**src/rtl/sdram_wr_buffer.sv**
```systemverilog
// ----------------------------------------------------------------------------
// sdram_wr_buffer
//
// Write-side front end of the SDRAM subsystem. Source words are collected in a
// first-word-fall-through FIFO. Once a full burst is buffered, a write request
// is raised towards the SDRAM top together with a linear frame address. The
// SDRAM top pops one word per written beat and acknowledges the burst.
//
// Ports:
//   S_CLK        system clock (only clock domain)
//   RST          synchronous active-high reset
//   frame_start  one-cycle pulse: restart the frame at address 0, flush FIFO
//   pix_valid    source word valid
//   pix_data     source word
//   pix_ready    FIFO not full
//   write_req    burst write request, held until write_ack
//   sdram_addr   burst start address, stable while write_req is high
//   sdram_data   FIFO head word (0 while empty)
//   fifo_rd_req  pop strobe, one per written word
//   write_ack    burst complete pulse
//   fifo_level   current FIFO word count
//   frame_done   one-cycle pulse when the last burst of a frame is acked
//   overflow     sticky: a push was dropped because the FIFO was full
//   underrun     sticky: a pop strobe could not be honoured
// ----------------------------------------------------------------------------
module sdram_wr_buffer #(
    parameter int DATA_W      = 16,
    parameter int ADDR_W      = 20,
    parameter int BURST_LEN   = 8,
    parameter int FIFO_DEPTH  = 32,
    parameter int FRAME_WORDS = 76800
) (
    input  logic                          S_CLK,
    input  logic                          RST,
    input  logic                          frame_start,
    input  logic                          pix_valid,
    input  logic [DATA_W-1:0]             pix_data,
    output logic                          pix_ready,
    output logic                          write_req,
    output logic [ADDR_W-1:0]             sdram_addr,
    output logic [DATA_W-1:0]             sdram_data,
    input  logic                          fifo_rd_req,
    input  logic                          write_ack,
    output logic [$clog2(FIFO_DEPTH):0]   fifo_level,
    output logic                          frame_done,
    output logic                          overflow,
    output logic                          underrun
);

    localparam int PTR_W = $clog2(FIFO_DEPTH);
    localparam int CNT_W = $clog2(BURST_LEN) + 1;

    localparam logic [PTR_W:0]   DEPTH_C      = (PTR_W + 1)'(FIFO_DEPTH);
    localparam logic [PTR_W:0]   BURST_LVL_C  = (PTR_W + 1)'(BURST_LEN);
    localparam logic [CNT_W-1:0] BURST_CNT_C  = CNT_W'(BURST_LEN);
    localparam logic [ADDR_W:0]  BURST_ADDR_C = (ADDR_W + 1)'(BURST_LEN);
    localparam logic [ADDR_W:0]  FRAME_C      = (ADDR_W + 1)'(FRAME_WORDS);

    typedef enum logic [1:0] {
        ST_IDLE     = 2'd0,
        ST_REQ      = 2'd1,
        ST_BURST    = 2'd2,
        ST_WAIT_ACK = 2'd3
    } state_t;

    state_t                state_q, state_d;
    logic [DATA_W-1:0]     mem_q [FIFO_DEPTH];
    logic [PTR_W:0]        wr_ptr_q, wr_ptr_d;
    logic [PTR_W:0]        rd_ptr_q, rd_ptr_d;
    logic [CNT_W-1:0]      pop_cnt_q, pop_cnt_d;
    logic [ADDR_W-1:0]     wr_addr_q, wr_addr_d;
    logic                  flush_pend_q, flush_pend_d;
    logic                  write_req_q, write_req_d;
    logic                  frame_done_q, frame_done_d;
    logic                  overflow_q, overflow_d;
    logic                  underrun_q, underrun_d;

    logic [PTR_W:0]        level_s;
    logic                  empty_s;
    logic                  full_s;
    logic                  burst_act_s;
    logic                  pop_s;
    logic                  push_s;
    logic                  ack_s;
    logic                  flush_s;
    logic [PTR_W-1:0]      wr_idx_s;
    logic [CNT_W-1:0]      pop_cnt_inc_s;
    logic [ADDR_W:0]       addr_sum_s;

    // The extra pointer MSB makes the difference a true word count (0..DEPTH).
    assign level_s     = wr_ptr_q - rd_ptr_q;
    assign empty_s     = (level_s == {(PTR_W + 1){1'b0}});
    assign full_s      = (level_s == DEPTH_C);
    assign burst_act_s = (state_q == ST_REQ) || (state_q == ST_BURST);

    // A pop is honoured only while a burst is open and still short of its length.
    assign pop_s  = fifo_rd_req && !empty_s && burst_act_s && (pop_cnt_q < BURST_CNT_C);
    // A full FIFO still accepts a word when a pop frees a slot in the same cycle.
    assign push_s = pix_valid && (!full_s || pop_s);
    assign ack_s  = (state_q == ST_WAIT_ACK) && write_ack;

    // Flush immediately in IDLE, otherwise on the ack edge that returns to IDLE.
    assign flush_s = ((state_q == ST_IDLE) && frame_start)
                   || (ack_s && (flush_pend_q || frame_start));

    // On a flush the incoming word becomes the first word of the new frame.
    assign wr_idx_s      = flush_s ? {PTR_W{1'b0}} : wr_ptr_q[PTR_W-1:0];
    assign pop_cnt_inc_s = pop_cnt_q + CNT_W'(1);
    assign addr_sum_s    = {1'b0, wr_addr_q} + BURST_ADDR_C;

    // FIFO pointer next-state: flush restarts both pointers, else push/pop steps.
    always_comb begin
        rd_ptr_d = rd_ptr_q;
        wr_ptr_d = wr_ptr_q;
        if (flush_s) begin
            rd_ptr_d = {(PTR_W + 1){1'b0}};
            wr_ptr_d = push_s ? (PTR_W + 1)'(1) : {(PTR_W + 1){1'b0}};
        end else begin
            if (pop_s) begin
                rd_ptr_d = rd_ptr_q + (PTR_W + 1)'(1);
            end else begin
                rd_ptr_d = rd_ptr_q;
            end
            if (push_s) begin
                wr_ptr_d = wr_ptr_q + (PTR_W + 1)'(1);
            end else begin
                wr_ptr_d = wr_ptr_q;
            end
        end
    end

    // Burst FSM next-state, address generation and status flags.
    always_comb begin
        state_d      = state_q;
        pop_cnt_d    = pop_cnt_q;
        wr_addr_d    = wr_addr_q;
        flush_pend_d = flush_pend_q;
        frame_done_d = 1'b0;
        overflow_d   = overflow_q | (pix_valid && !push_s);
        underrun_d   = underrun_q | (fifo_rd_req && !pop_s);

        case (state_q)
            ST_IDLE: begin
                pop_cnt_d    = {CNT_W{1'b0}};
                flush_pend_d = 1'b0;
                if (frame_start) begin
                    wr_addr_d = {ADDR_W{1'b0}};
                    state_d   = ST_IDLE;
                end else if (level_s >= BURST_LVL_C) begin
                    state_d = ST_REQ;
                end else begin
                    state_d = ST_IDLE;
                end
            end
            ST_REQ, ST_BURST: begin
                if (frame_start) begin
                    flush_pend_d = 1'b1;
                end else begin
                    flush_pend_d = flush_pend_q;
                end
                if (pop_s) begin
                    pop_cnt_d = pop_cnt_inc_s;
                    if (pop_cnt_inc_s == BURST_CNT_C) begin
                        state_d = ST_WAIT_ACK;
                    end else begin
                        state_d = ST_BURST;
                    end
                end else begin
                    state_d = state_q;
                end
            end
            ST_WAIT_ACK: begin
                if (write_ack) begin
                    state_d      = ST_IDLE;
                    flush_pend_d = 1'b0;
                    // Advance first; a pending restart then overrides to 0.
                    if (addr_sum_s >= FRAME_C) begin
                        wr_addr_d    = {ADDR_W{1'b0}};
                        frame_done_d = 1'b1;
                    end else begin
                        wr_addr_d = addr_sum_s[ADDR_W-1:0];
                    end
                    if (flush_pend_q || frame_start) begin
                        wr_addr_d = {ADDR_W{1'b0}};
                    end else begin
                        wr_addr_d = wr_addr_d;
                    end
                end else begin
                    state_d = ST_WAIT_ACK;
                    if (frame_start) begin
                        flush_pend_d = 1'b1;
                    end else begin
                        flush_pend_d = flush_pend_q;
                    end
                end
            end
            default: begin
                state_d = ST_IDLE;
            end
        endcase

        write_req_d = (state_d != ST_IDLE);
    end

    // Control and status registers with synchronous reset.
    always_ff @(posedge S_CLK) begin
        if (RST) begin
            state_q      <= ST_IDLE;
            wr_ptr_q     <= {(PTR_W + 1){1'b0}};
            rd_ptr_q     <= {(PTR_W + 1){1'b0}};
            pop_cnt_q    <= {CNT_W{1'b0}};
            wr_addr_q    <= {ADDR_W{1'b0}};
            flush_pend_q <= 1'b0;
            write_req_q  <= 1'b0;
            frame_done_q <= 1'b0;
            overflow_q   <= 1'b0;
            underrun_q   <= 1'b0;
        end else begin
            state_q      <= state_d;
            wr_ptr_q     <= wr_ptr_d;
            rd_ptr_q     <= rd_ptr_d;
            pop_cnt_q    <= pop_cnt_d;
            wr_addr_q    <= wr_addr_d;
            flush_pend_q <= flush_pend_d;
            write_req_q  <= write_req_d;
            frame_done_q <= frame_done_d;
            overflow_q   <= overflow_d;
            underrun_q   <= underrun_d;
        end
    end

    // FIFO storage; contents need no reset since the pointers define validity.
    always_ff @(posedge S_CLK) begin
        if (!RST && push_s) begin
            mem_q[wr_idx_s] <= pix_data;
        end
    end

    assign pix_ready  = !full_s;
    assign fifo_level = level_s;
    assign sdram_data = empty_s ? {DATA_W{1'b0}} : mem_q[rd_ptr_q[PTR_W-1:0]];
    assign sdram_addr = wr_addr_q;
    assign write_req  = write_req_q;
    assign frame_done = frame_done_q;
    assign overflow   = overflow_q;
    assign underrun   = underrun_q;

endmodule
```
**config.mk**
```make
export PLATFORM = sky130hd
export DESIGN_NAME = sdram_wr_buffer
export DESIGN_NICKNAME = d
export VERILOG_FILES = /design/src/rtl/sdram_wr_buffer.sv
export SDC_FILE = /design/constraint.sdc
export NUM_CORES = 1
export LEC_CHECK = 0
export ABC_AREA = 1
export BUFFER_PORTS_ARGS = -buffer_cell sky130_fd_sc_hd__buf_2
export CAP_MARGIN = 20
export CELL_PAD_IN_SITES_DETAIL_PLACEMENT = 1
export CELL_PAD_IN_SITES_GLOBAL_PLACEMENT = 1
export CORE_AREA = 10 10 219 221
export CTS_CLUSTER_DIAMETER = 100
export DETAILED_ROUTE_END_ITERATION = 10
export DIE_AREA = 0 0 229 231
export PLACE_DENSITY_LB_ADDON = 0.2
export SYNTH_ARGS = -nofsm -noshare
export SYNTH_HDL_FRONTEND = slang
export SYNTH_SLANG_ARGS = --single-unit
```
**constraint.sdc**
```tcl
create_clock -name S_CLK -period 7.3 [get_ports S_CLK]
set_clock_uncertainty 0.05 [all_clocks]
set_input_delay 0.73 -clock S_CLK [delete_from_list [all_inputs] [get_ports S_CLK]]
set_output_delay 0.73 -clock S_CLK [all_outputs]
set_load 0.01 [all_outputs]
```
### Word-level counts from Yosys, hierarchy flattened

Memory sizes are Yosys's and may differ from the RTL's. A register that Yosys moved wholly into a read port is not among the register bits.
Index checks and enable logic that the tools add are counted.
Widths: inputs -> output; s select.

* bitwise logic cells: 4
* reduce and logical (&&, ||, !) cells: 30
* equal/unequal tests: 8
* magnitude comparators: 3
* add/sub/neg operators: 5
* multiplexer cells: 26

Operator list (number)
* $mux 20: 4
* $pmux 20 s2: 1
* $add 20x4->21 const B: 1
* $ge 21x17->1 const B: 1
* $mux 16: 1
* $mux 5: 3
* $add 6x1->6 const B: 2
* $mux 6: 2
* $logic_and 1x1->1: 10
* $mux 1: 9
* $pmux 4 s2: 1
* $reduce_bool 2->1: 4
* $eq 6x6->1 const B: 1
* $ge 6x4->1 const B: 1
* $logic_not 6->1: 1
* $ne 2x2->1 const B: 3
* $pmux 2 s3: 1
* $sub 6x6->6: 1
* $logic_not 1->1: 5
* $add 4x1->4 const B: 1
* $eq 2x2->1 const B: 2
* $eq 4x4->1 const B: 1
* $logic_or 1x1->1: 4
* $lt 4x4->1 const B: 1
* other kinds (11): 15

* logic and storage cells: 87
* memories kept: 1
* input port bits: 22
* bits in writable memories: 512
* flip-flop bits (word level): 43
* output and inout bits: 47

Memory list
* mem_q: words 32, bits a word 16, read ports 1, clocked after Yosys merged registers in 1, wr ports 1, RTL line 67 `logic [DATA_W-1:0] mem_q [FIFO_DEPTH];`

### Logic depth before layout (Yosys ltp)

Gate-level depths: netlist of run 1.

* depth after elaboration: 11
* gate-level depth with buffers: 17
* depth with buffers taken out: 17

### Least setup slack after synthesis of run 1

OpenSTA, ideal clock, no wires.

* kind: register to register
* start point: register wr_ptr_q[0]
* end point: memory mem_q[24][0] (enable)
* required time: 6841 ps
* library setup time: 409 ps
* setup slack: 3761 ps
* buffers on the path: 0
* data arrival time: 3080 ps
* cell stages (with the launch flop): 15
* period minus slack after synthesis: 3539 ps
* path through: dfxtp_1 -> inv_1 -> ha_1 -> fa_1 -> inv_1 -> nand3_1 -> nand2_1 -> nand2_1 -> nand2_1 -> nor2_2 -> nand3_1 -> nand2_2 -> nor2_4 -> nand2_1 -> nor3_1

* cells in the longest elaborated chain, start to end: 11
* elaborated cells between the ends (all ways): 14
* those cells by class: 1 x add/sub; 1 x eq/ne; 3 x mux; 9 x reduce/logical

RTL lines
* start: declaration: RTL line 68 `logic [PTR_W:0] wr_ptr_q, wr_ptr_d;`
* start signal: assignment: RTL line 209 `wr_ptr_q <= {(PTR_W + 1){1'b0}};`
* start signal: assignment: RTL line 220 `wr_ptr_q <= wr_ptr_d;`
* $sub 6x6->6 (*): RTL line 91 `assign level_s = wr_ptr_q - rd_ptr_q;`
* via fifo_level[4]: RTL line 44 `output logic [$clog2(FIFO_DEPTH):0] fifo_level,`
* $logic_not 6->1: RTL line 92 `assign empty_s = (level_s == {(PTR_W + 1){1'b0}});`
* $logic_not 1->1: RTL line 97 `assign pop_s = fifo_rd_req && !empty_s && burst_act_s && (pop_cnt_q < BURST_CNT_C);`
* $logic_and 1x1->1 (3 in series): RTL line 97
* $logic_or 1x1->1 (*): RTL line 99 `assign push_s = pix_valid && (!full_s || pop_s);`
* $logic_and 1x1->1 (*): RTL line 99
* $logic_and 1x1->1 (*): RTL line 234 `if (!RST && push_s) begin`
* $mux 1 (*): RTL line 234
* $mux 1 (not written as such) (*): RTL line 235 `mem_q[wr_idx_s] <= pix_data;`
* end: declaration: RTL line 67

Mark *: on every way through the listed nets, which the timed path passes. The rest lies on a longest branch.

==> results of run 1 <==
worst min-delay path: stages:
cell and delay, ns:
buf_2 0.09, a21oi_1 0.06, nor2_1 0.07
logic make-up (layout without fill, tap and decap cells):
family	count (synthesis)	count (layout)	synth area share
compound gates	234	234	0.0580
xor+xnor	13	13	0.00491
fa+ha+maj	13	13	0.00735
buf+inv	181	268	0.0337
flops	557	557	0.703
other cells	1	5	0.000162
simple gates	1052	1052	0.193
report_power, final:
group	switching, uW	internal, uW	total (uW)
combinational	365	123	488
sequential	13.8	3500	3510
clock	1200	1550	2750
total	1580	5170	6750
placed cells by master, fill, tap and decap left out, types with 41 or more instances in the layout:
master	count
nand2_1	623
edfxtp_1	512
nand3_1	315
a21oi_1	163
buf_2	65
clkbuf_16	58
nor2_1	56
inv_1	54
dfxtp_1	42
buf_4	41
layer usage:
metal  vias to the layer above  track usage  routed length (microns)
met3                       122       0.0418                     4990
met4                         2       0.0811                     1800
met5                         -            0                       13
met1                      8354        0.314                    26500
li1                       7336            -                        -
met2                       664        0.444                    34500
sequential cells by signal, indices dropped and copies added (netlist names), 2 cells and up, named ones only:
signal      count
rd_ptr_q        6
sdram_addr     17
mem_q         512
wr_ptr_q        6
state_q         2
pop_cnt_q       4
final cells by class:
type / count / area, sq um
fill: 4635 / 17900
sequential: 557 / 16300
multi-input combinational: 1315 / 6170
clock buffer: 77 / 1550
tap: 592 / 741
timing repair buffer: 108 / 668
inverter: 60 / 235
clock inverter: 23 / 163
antenna: 2 / 5.00
cells in the mapped netlist (2+ instances only):
master	number	share of area
a21oi_1	163	0.035
a22oi_1	39	0.013
buf_1	27	0.0044
buf_2	42	0.0091
buf_4	4	0.0013
buf_6	3	0.0015
clkbuf_1	43	0.0070
dfxtp_1	45	0.039
edfxtp_1	512	0.66
ha_1	12	0.0065
inv_1	57	0.0092
inv_2	3	0.00049
nand2_1	623	0.10
nand2_2	5	0.0014
nand3_1	315	0.068
nand3_2	3	0.0013
nand3b_1	3	0.00097
nand4_1	9	0.0024
nor2_1	74	0.012
nor2_2	3	0.00081
nor2_4	3	0.0015
nor2b_1	2	0.00054
nor3_1	6	0.0013
nor3b_1	2	0.00065
o21ai_0	9	0.0019
o311ai_0	13	0.0049
o31ai_1	3	0.00097
or2_2	2	0.00054
xnor2_1	4	0.0015
xor2_1	9	0.0034
metrics by stage:
stage | instance area (sq um) | power [uW] | setup WS, ns | hold WS, ns | instances
finish | 25800 | 6750 | 2.27 | 0.325 | 2734
global route | 25800 | 6950 | 2.07 | 0.360 | 2734
CTS | 25800 | 6790 | 2.39 | 0.296 | 2732
detailed placement | 24100 | 4060 | 3.08 | 0.390 | 2632
global placement | 24100 | 4040 | 3.19 | 0.386 | 2631
floorplan | 23200 | 3840 | 3.76 | 0.405 | 2053
worst paths after layout:
check	start	to	cells past startpoint
worst max-delay path	register	sdram_data[5]	9
worst min-delay path	fifo_rd_req	underrun	3
worst max register to register	wr_ptr_q[0]	mem_q[26][11]	15
worst min register to register	overflow	overflow	2
==> impl_metrics.env, run 1 <==
export IMPL_cts_resized=0
export IMPL_area_growth_pct=11.5
export IMPL_cts_buffers=56
export IMPL_power_leakage_uw=0.00932
export IMPL_seq_area_frac_synth=0.703
export IMPL_max_stage_delay_ns=0.98
export IMPL_grt_max_degree=225
export IMPL_cp_arrival_ns=4.25
export IMPL_antenna_left=0
export IMPL_overflow=0
export IMPL_netlist_instances=2051
export IMPL_avgSynthCellArea_sq_um=11.3
export IMPL_cellPowerDensity_nw_per_um2=262
export IMPL_grt_pass1_wl_microns=103000
export IMPL_antenna_found_initial=3
export IMPL_routed_wirelength_microns=67800
export IMPL_rsz0062_at_grt="false"
export IMPL_worstPathCellList="inv_8 > buf_4 > nand2_1 > a22oi_1 > nand2_1 > o31ai_1 > o21ai_0 > a21oi_1 > buf_2"
export IMPL_setup_tns_ns=0
export IMPL_rows=77
export IMPL_chipWidth_microns=229
export IMPL_min_period_ns=5.03
export IMPL_fmax_ghz=0.199
export IMPL_critical_path_required_ns=6.52
export IMPL_cts_tree="yes"
export IMPL_drt_pass1_iterations=5
export IMPL_slew_viol_final=0
export IMPL_cp_common_cell="nand2_1"
export IMPL_ys_flop_type="edfxtp_1"
export IMPL_root_buffer="clkbuf_16"
export IMPL_ctsHoldBuffers=0
export IMPL_syn_area_sq_um=23200
export IMPL_cp_end_kind="output port"
export IMPL_dp_hpwl_microns=37800
export IMPL_synth_seq_cells=557
export IMPL_viasPerCell=6.03
export IMPL_drv_cap=0
export IMPL_dr_total_vias=16500
export IMPL_tightest_slew_ns=1.14
export IMPL_finalSetupViolations=0
export IMPL_io_pins=69
export IMPL_fin_nets=2133
export IMPL_wire_per_inst_microns=24.8
export IMPL_ys_warn_count=0
export IMPL_post_cts_setup_buffer_count=0
export IMPL_cp_slowest_cell="buf_4"
export IMPL_yosys_cell_types_count=43
export IMPL_rrSetupSlack_ns=3.67
export IMPL_fin_crit_sh=0.689
export IMPL_ctsHtreeMaxLevel=2
export IMPL_port_buffers=65
export IMPL_cts_buffer_depth=3
export IMPL_hold_class="input pin to register"
export IMPL_detail_route_iter0_violations=1553
export IMPL_first_global_vias=17600
export IMPL_grtUsageTotal=0.253
export IMPL_ys_async_sr_fraction=0
export IMPL_ir_drop_mv=0.231
export IMPL_clkSinkCount=557
export IMPL_place_gp_congestion=0.832
export IMPL_start_util=0.530
export IMPL_critPathBufInv=3
export IMPL_utilization=0.590
export IMPL_start_kind="register"
export IMPL_die_area_sq_um=52900
export IMPL_clk_latency_ns=0.62
export IMPL_crit_fanout=157
export IMPL_status="finished clean"
export IMPL_finalHoldViolCount=0
export IMPL_synth_edff_count=512
export IMPL_layout_drive_gt1_share=0.107
export IMPL_die_h_microns=231
export IMPL_coreArea_sq_um=43700
export IMPL_max_slew_margin=0.241
export IMPL_setup_worst_path_class="register to output port"
export IMPL_clkTransAtPathRegs_ns=0.06
export IMPL_cp_top_family="buffers and inverters"
export IMPL_drc=0
(Power assumes the default switching activity.)
==> inputs of run 2 (changes only) <==
--- a/config.mk
+++ b/config.mk
@@ -10,10 +10,10 @@
 export CAP_MARGIN = 20
 export CELL_PAD_IN_SITES_DETAIL_PLACEMENT = 1
 export CELL_PAD_IN_SITES_GLOBAL_PLACEMENT = 1
-export CORE_AREA = 10 10 219 221
+export CORE_AREA = 10 10 238 240
 export CTS_CLUSTER_DIAMETER = 100
 export DETAILED_ROUTE_END_ITERATION = 10
-export DIE_AREA = 0 0 229 231
+export DIE_AREA = 0 0 248 250
 export PLACE_DENSITY_LB_ADDON = 0.2
 export SYNTH_ARGS = -nofsm -noshare
 export SYNTH_HDL_FRONTEND = slang
==> constraint.sdc (replaced) <==
create_clock -name S_CLK -period 4 [get_ports S_CLK]
set_clock_uncertainty 0.05 [all_clocks]
set_input_delay 0.4 -clock S_CLK [delete_from_list [all_inputs] [get_ports S_CLK]]
set_output_delay 0.4 -clock S_CLK [all_outputs]
set_load 0.01 [all_outputs]
==> run 2 against run 1 <==
Compared with the run above: clock power up 90%; via count fell by 2.1%; total power is 86% higher; routed wire length grew 0.64%; largest cell class unchanged; sequential share of layout area fell by 0.97 points; register-to-register slack got worse by 3.1 ns; critical path type unchanged; worst setup slack got worse by 2.0 ns; sequential power up 82%; clock-buffer cell count is 2 lower; cell area grew 1.6%; critical path depth fell by 1; first-iteration DRC count grew 4.8%.
==> impl_metrics.env, run 2 (same netlist as run 1, synthesis figures left out) <==
export IMPL_cp_common_cell="nand2_1"
export IMPL_fin_cells=2848
export IMPL_start_util=0.445
export IMPL_grt_pass1_wl_microns=103000
export IMPL_switching_power_uw=2930
export IMPL_drc=0
export IMPL_detail_route_iter0_violations=1628
export IMPL_place_ws_ns=0.625
export IMPL_status="finished clean"
export IMPL_rr_endpoint="mem_q[2][0]"
export IMPL_first_global_vias=16700
export IMPL_critical_path_required_ns=3.55
export IMPL_r2r_cells=15
export IMPL_crit_fanout=53
export IMPL_setup_tns_ns=0
export IMPL_post_cts_setup_buffer_count=0
export IMPL_rrSetupSlack_ns=0.58
export IMPL_fin_nets=2149
export IMPL_clk_latency_ns=0.62
export IMPL_drv_cap=0
export IMPL_p_int_uw=9660
export IMPL_area_growth_pct=13.2
export IMPL_antenna_left=0
export IMPL_cts_buffer_depth=3
export IMPL_p_clk_frac=0.415
export IMPL_dp_hpwl_microns=41500
export IMPL_seqPwrFrac=0.509
export IMPL_dp_cells=2742
export IMPL_fmax_ghz=0.268
export IMPL_ir_drop_mv=0.324
export IMPL_combPwrFrac=0.076
export IMPL_gr_usage_met1=0.315
export IMPL_drt_pass1_iterations=5
export IMPL_finalHoldViolCount=0
export IMPL_worstPathCellList="buf_4 > nand2_1 > nand2_1 > a21oi_1 > o311ai_0 > nand2_1 > a21oi_1 > buf_2"
export IMPL_cts_buffers=57
export IMPL_max_stage_delay_ns=0.67
export IMPL_cp_arrival_ns=3.28
export IMPL_cts_tree="yes"
export IMPL_coreArea_sq_um=52000
export IMPL_power_switching_share=0.233
export IMPL_grtUsageTotal=0.220
export IMPL_cp_top_family="compound AO/OA/AOI/OAI gates"
export IMPL_grt_max_degree=129
export IMPL_fin_ws_ns=0.274
export IMPL_viasPerCell=5.67
export IMPL_wire_per_inst_microns=24.0
export IMPL_cellPowerDensity_nw_per_um2=480
export IMPL_cp_end_kind="output port"
export IMPL_dr_total_vias=16100
export IMPL_max_slew_margin=0.353
export IMPL_routed_wirelength_microns=68300
export IMPL_grtUsageMet3=0.0319
export IMPL_die_h_microns=250
export IMPL_critPathBufInv=2
export IMPL_tightest_slew_ns=0.970
export IMPL_fillerInstances=5518
export IMPL_fin_crit_sh=0.931
export IMPL_crit_reg2reg_launch="wr_ptr_q[0]"
export IMPL_die_area_sq_um=62000
export IMPL_slew_viol_final=0
export IMPL_clkTransAtPathRegs_ns=0.06
export IMPL_final_common_cell="nand2_1"
export IMPL_met2_usage=0.341
export IMPL_max_flop_register="mem_q"
export IMPL_cp_slowest_cell="o311ai_0"
export IMPL_cp_endpoint="sdram_data[2]"
export IMPL_largest_register_ffs=512
export IMPL_path_depth=8
export IMPL_io_pins=69
export IMPL_chipWidth_microns=248
export IMPL_clkSinkCount=557
export IMPL_place_gp_congestion=0.837
export IMPL_start_kind="register"
export IMPL_rsz0062_at_grt="false"
export IMPL_setup_worst_path_class="register to output port"
export IMPL_port_buffers=65
export IMPL_layout_drive_gt1_share=0.117
export IMPL_min_period_ns=3.73
export IMPL_ctsHtreeMaxLevel=2
export IMPL_num_antenna_cells=0
export IMPL_final_cell_mix="nand2_1 (623), edfxtp_1 (512), nand3_1 (315)"
export IMPL_rows=84
export IMPL_antenna_found_initial=0
export IMPL_power_leakage_uw=0.00946
export IMPL_root_buffer="clkbuf_16"
export IMPL_overflow=0
export IMPL_hold_class="input pin to register"
export IMPL_finalSetupViolations=0
export IMPL_busiest_layer="met2"
-- run 2: cell types whose count changed in the layout (fill, tap and decap cells not counted), moves of 2 or more --
cell       previous run  this run
clkinv_1             12        15
nor2_1               56        50
nor2_2               21        27
clkbuf_1             16        14
bufinv_16             2         5
buf_4                41        51
buf_12                1         6
diode_2               2         0
-- run 2: how the worst min path moves through the flow --
stage	cells past startpoint	start	slack (ns)	to
CTS	3	pix_valid	0.02	overflow
floorplan	2	pop_cnt_q[3]	0.41	pop_cnt_q[3]
finish	3	pix_valid	0.06	overflow
global placement	2	overflow	0.39	overflow
detailed placement	2	overflow	0.40	overflow
global route	3	pix_valid	0.07	overflow
-- run 2: worst register-to-register path, stage by stage (launching register included) --
cell and delay, ns:
dfxtp_1 0.38, inv_1 0.10, ha_1 0.23, fa_1 0.40
inv_1 0.09, nand3_1 0.09, nand2_1 0.08, nand2_1 0.05
nand2_1 0.10, nor2_2 0.07, nand3_1 0.09, nand2_2 0.13
nor2_4 0.33, nand3b_1 0.28, nor2_2 0.40, buf_4 0.26
-- run 2: power groups by stage --
stage,clock (uW),sequential [uW],combinational [uW]
6_report,5230,6400,955
5_1_grt,5540,6400,1040
4_1_cts,5320,6400,956
3_5_place_dp,0,6530,952
3_3_place_gp,0,6530,926
2_1_floorplan,0,6520,490
-- run 2: repair_timing --
action	4_1_cts	5_1_grt
hold buffers	1	0
gates resized for setup	0	0
endpoints found under the hold margin	1	0
endpoints found under the setup margin	0	0
-- run 2: area by class of cell --
cell class                 count  area (sq um)  share of cell area
tap                          688           861              0.0328
clock buffer                  75          1560              0.0593
inverter                      60           235             0.00897
clock inverter                30           263              0.0100
multi-input combinational   1315          6190               0.236
timing repair buffer         123           838              0.0320
sequential                   557         16300               0.621
-- run 2: through the flow --
stage	area, sq um	hold WS [ns]	total power (uW)	util
floorplan	23200	0.405	7020	-
global placement	24400	0.386	7450	0.469
detailed placement	24400	0.400	7480	0.469
CTS	26200	0.0244	12700	0.504
global route	26200	0.0688	13000	0.504
finish	26200	0.0631	12600	0.504
-- run 2: routing by layer --
layer	routed length (microns)	vias up
met3	4050	80
met4	1500	0
li1	-	7368
met5	0	-
met1	31000	8201
met2	31700	485
==> inputs of run 3 (changes only) <==
--- a/config.mk
+++ b/config.mk
@@ -5,15 +5,14 @@
 export SDC_FILE = /design/constraint.sdc
 export NUM_CORES = 1
 export LEC_CHECK = 0
-export ABC_AREA = 1
 export BUFFER_PORTS_ARGS = -buffer_cell sky130_fd_sc_hd__buf_2
 export CAP_MARGIN = 20
 export CELL_PAD_IN_SITES_DETAIL_PLACEMENT = 1
 export CELL_PAD_IN_SITES_GLOBAL_PLACEMENT = 1
-export CORE_AREA = 10 10 238 240
+export CORE_AREA = 10 10 225 227
 export CTS_CLUSTER_DIAMETER = 100
 export DETAILED_ROUTE_END_ITERATION = 10
-export DIE_AREA = 0 0 248 250
+export DIE_AREA = 0 0 235 237
 export PLACE_DENSITY_LB_ADDON = 0.2
 export SYNTH_ARGS = -nofsm -noshare
 export SYNTH_HDL_FRONTEND = slang
==> run 3 against run 2 <==
Compared with the run above: clock-buffer cell count fell by 5; cell area fell by 1.7%; hold slack got worse by 0.022 ns; sequential share of layout area rose by 1.1 points; sequential power barely moved; via count fell by 27%; worst setup slack got worse by 0.046 ns; core utilization rose by 5.4 points; critical endpoint is now mem_q[12][6]; largest power group unchanged.
==> impl_metrics.env, run 3 <==
export IMPL_status="finished clean"
export IMPL_utilization=0.559
export IMPL_max_flop_register="mem_q"
export IMPL_finalSetupViolations=0
export IMPL_ctsHtreeMaxLevel=2
export IMPL_start_util=0.484
export IMPL_start_kind="register"
export IMPL_ys_flop_type="edfxtp_1"
export IMPL_final_cell_mix="edfxtp_1 (512), mux4_2 (144), buf_2 (65)"
export IMPL_dp_hpwl_microns=34200
export IMPL_layout_drive_gt1_share=0.310
export IMPL_seq_area_frac_synth=0.728
export IMPL_port_buffers=65
export IMPL_cp_end_kind="register"
export IMPL_ys_warn_count=0
export IMPL_cts_tree="yes"
export IMPL_wire_per_inst_microns=28.7
export IMPL_ctsHoldBuffers=0
export IMPL_drv_cap=0
export IMPL_final_common_cell="edfxtp_1"
export IMPL_netlist_instances=1172
export IMPL_tightest_slew_ns=1.08
export IMPL_synth_commonest_cells="edfxtp_1 (512), mux4_2 (144), nor2_1 (61)"
export IMPL_die_area_sq_um=55700
export IMPL_clk_latency_ns=0.60
export IMPL_routed_wirelength_microns=55500
export IMPL_detail_route_iter0_violations=1208
export IMPL_fin_nets=1321
export IMPL_yosysTopAreaCellShare=0.688
export IMPL_fmax_ghz=0.265
export IMPL_overflow=0
export IMPL_num_antenna_cells=0
export IMPL_area_growth_pct=15.3
export IMPL_crit_fanout=21
export IMPL_dp_cells=1835
export IMPL_clkTransAtPathRegs_ns=0.06
export IMPL_coreArea_sq_um=46200
export IMPL_worstHoldStart="fifo_rd_req"
export IMPL_synth_seq_cells=557
export IMPL_clkSinkCount=557
export IMPL_avgSynthCellArea_sq_um=19.1
export IMPL_syn_area_sq_um=22400
export IMPL_yosys_cell_types_count=63
export IMPL_cp_arrival_ns=4.00
export IMPL_viasPerCell=6.05
export IMPL_largest_register_ffs=512
export IMPL_setup_worst_path_class="register to register"
export IMPL_slew_viol_final=0
export IMPL_die_h_microns=237
export IMPL_drt_pass1_iterations=4
export IMPL_max_slew_margin=0.278
export IMPL_final_cell_area_sq_um=25800
export IMPL_root_buffer="clkbuf_16"
export IMPL_startpoint="wr_ptr_q[0]"
export IMPL_dpl_instance_area_sq_um=23800
export IMPL_ir_drop_mv=0.321
export IMPL_min_period_ns=3.77
export IMPL_synth_most_common_cell="edfxtp_1"
export IMPL_ys_top_cells_by_area="edfxtp_1 (69%), mux4_2 (15%), dfxtp_1 (4.0%), a211oi_1 (1.2%), nor2_1 (1.0%)"
export IMPL_chipWidth_microns=235
export IMPL_fin_cells=1938
export IMPL_hold_class="input pin to register"
export IMPL_place_gp_congestion=0.835
export IMPL_antenna_found_initial=1
export IMPL_drc=0
export IMPL_cellPowerDensity_nw_per_um2=476
export IMPL_dr_total_vias=11700
export IMPL_grtUsageTotal=0.199
export IMPL_post_cts_setup_buffer_count=0
export IMPL_critical_path_required_ns=4.23
export IMPL_first_global_vias=12400
export IMPL_power_leakage_uw=0.00811
export IMPL_io_pins=69
export IMPL_rsz0062_at_grt="false"
export IMPL_synth_edff_count=512
export IMPL_finalHoldViolCount=0
export IMPL_antenna_left=0
export IMPL_fin_crit_sh=0.943
export IMPL_rows=79
export IMPL_cts_buffer_depth=3
export IMPL_crit_reg2reg_launch="wr_ptr_q[0]"
export IMPL_cts_buffers=56
export IMPL_ys_async_sr_fraction=0
export IMPL_yosysTopAreaCell="edfxtp_1"
export IMPL_grt_pass1_wl_microns=83300
export IMPL_grt_max_degree=36
## run 3: final timing paths
kind | to | slack, ns | depth (start not counted)
min reg2reg | pop_cnt_q[3] | 0.41 | 2
max | mem_q[12][6] | 0.23 | 12
max reg2reg | mem_q[12][6] | 0.23 | 12
min | underrun | 0.04 | 3
## run 3: kinds of logic after synthesis
| kind of cell | count (synthesis) | synth area share |
|---|---|---|
| compound gates | 118 | 0.0358 |
| xor+xnor | 10 | 0.00459 |
| fa+ha+maj | 13 | 0.00761 |
| buf+inv | 89 | 0.0187 |
| flops | 557 | 0.728 |
| mux | 166 | 0.155 |
| other cells | 1 | 0.000168 |
| simple gates | 218 | 0.0502 |
## run 3: worst max-delay path, cell delays in order, from the launching register on
cell and delay [ns]:
dfxtp_1 0.34, inv_1 0.06, ha_1 0.22, fa_1 0.39, nand2b_1 0.17, a21oi_2 0.16
xor2_2 0.24, or3_1 0.22, o31ai_4 0.09, buf_4 0.23, or4_1 0.76, nor2_2 0.20
buf_4 0.29
## run 3: per-stage QoR
step | setup slack [ns] | hold WS, ns | setup TNS (ns) | power (uW)
floorplan | -0.409 | 0.382 | -51.31 | 6610
global placement | 0.331 | 0.396 | 0 | 6780
detailed placement | 0.255 | 0.405 | 0 | 6800
CTS | 0.107 | 0.0106 | 0 | 12400
global route | 0.0330 | 0.0608 | 0 | 12600
finish | 0.228 | 0.0409 | 0 | 12300
## run 3: routing by layer
metal | global-route usage | vias up | share of wire
met5 | 0 | - | 0
met4 | 0.0471 | 0 | 0.017
met3 | 0.0328 | 67 | 0.061
met2 | 0.315 | 354 | 0.48
met1 | 0.283 | 6290 | 0.45
li1 | - | 5016 | -
## run 3: final cells by class
type	count	area, sq um
clock buffer	70	1530
clock inverter	33	447
fill	4059	20400
inverter	16	60.1
multi-input combinational	528	5820
sequential	557	16300
tap	607	759
timing repair buffer	127	886
## run 3: power by group
group	switching, uW	total, uW	internal (uW)	leakage (uW)
Combinational	230	303	73.1	0.00217
Clock	2210	5610	3400	0.000963
Sequential	4.68	6370	6360	0.00497
## run 3: repair_timing
item | 4_1_cts | 5_1_grt
endpoints found under the hold margin | 0 | 0
setup endpoints to repair | 0 | 2
gates resized for setup | 0 | 2
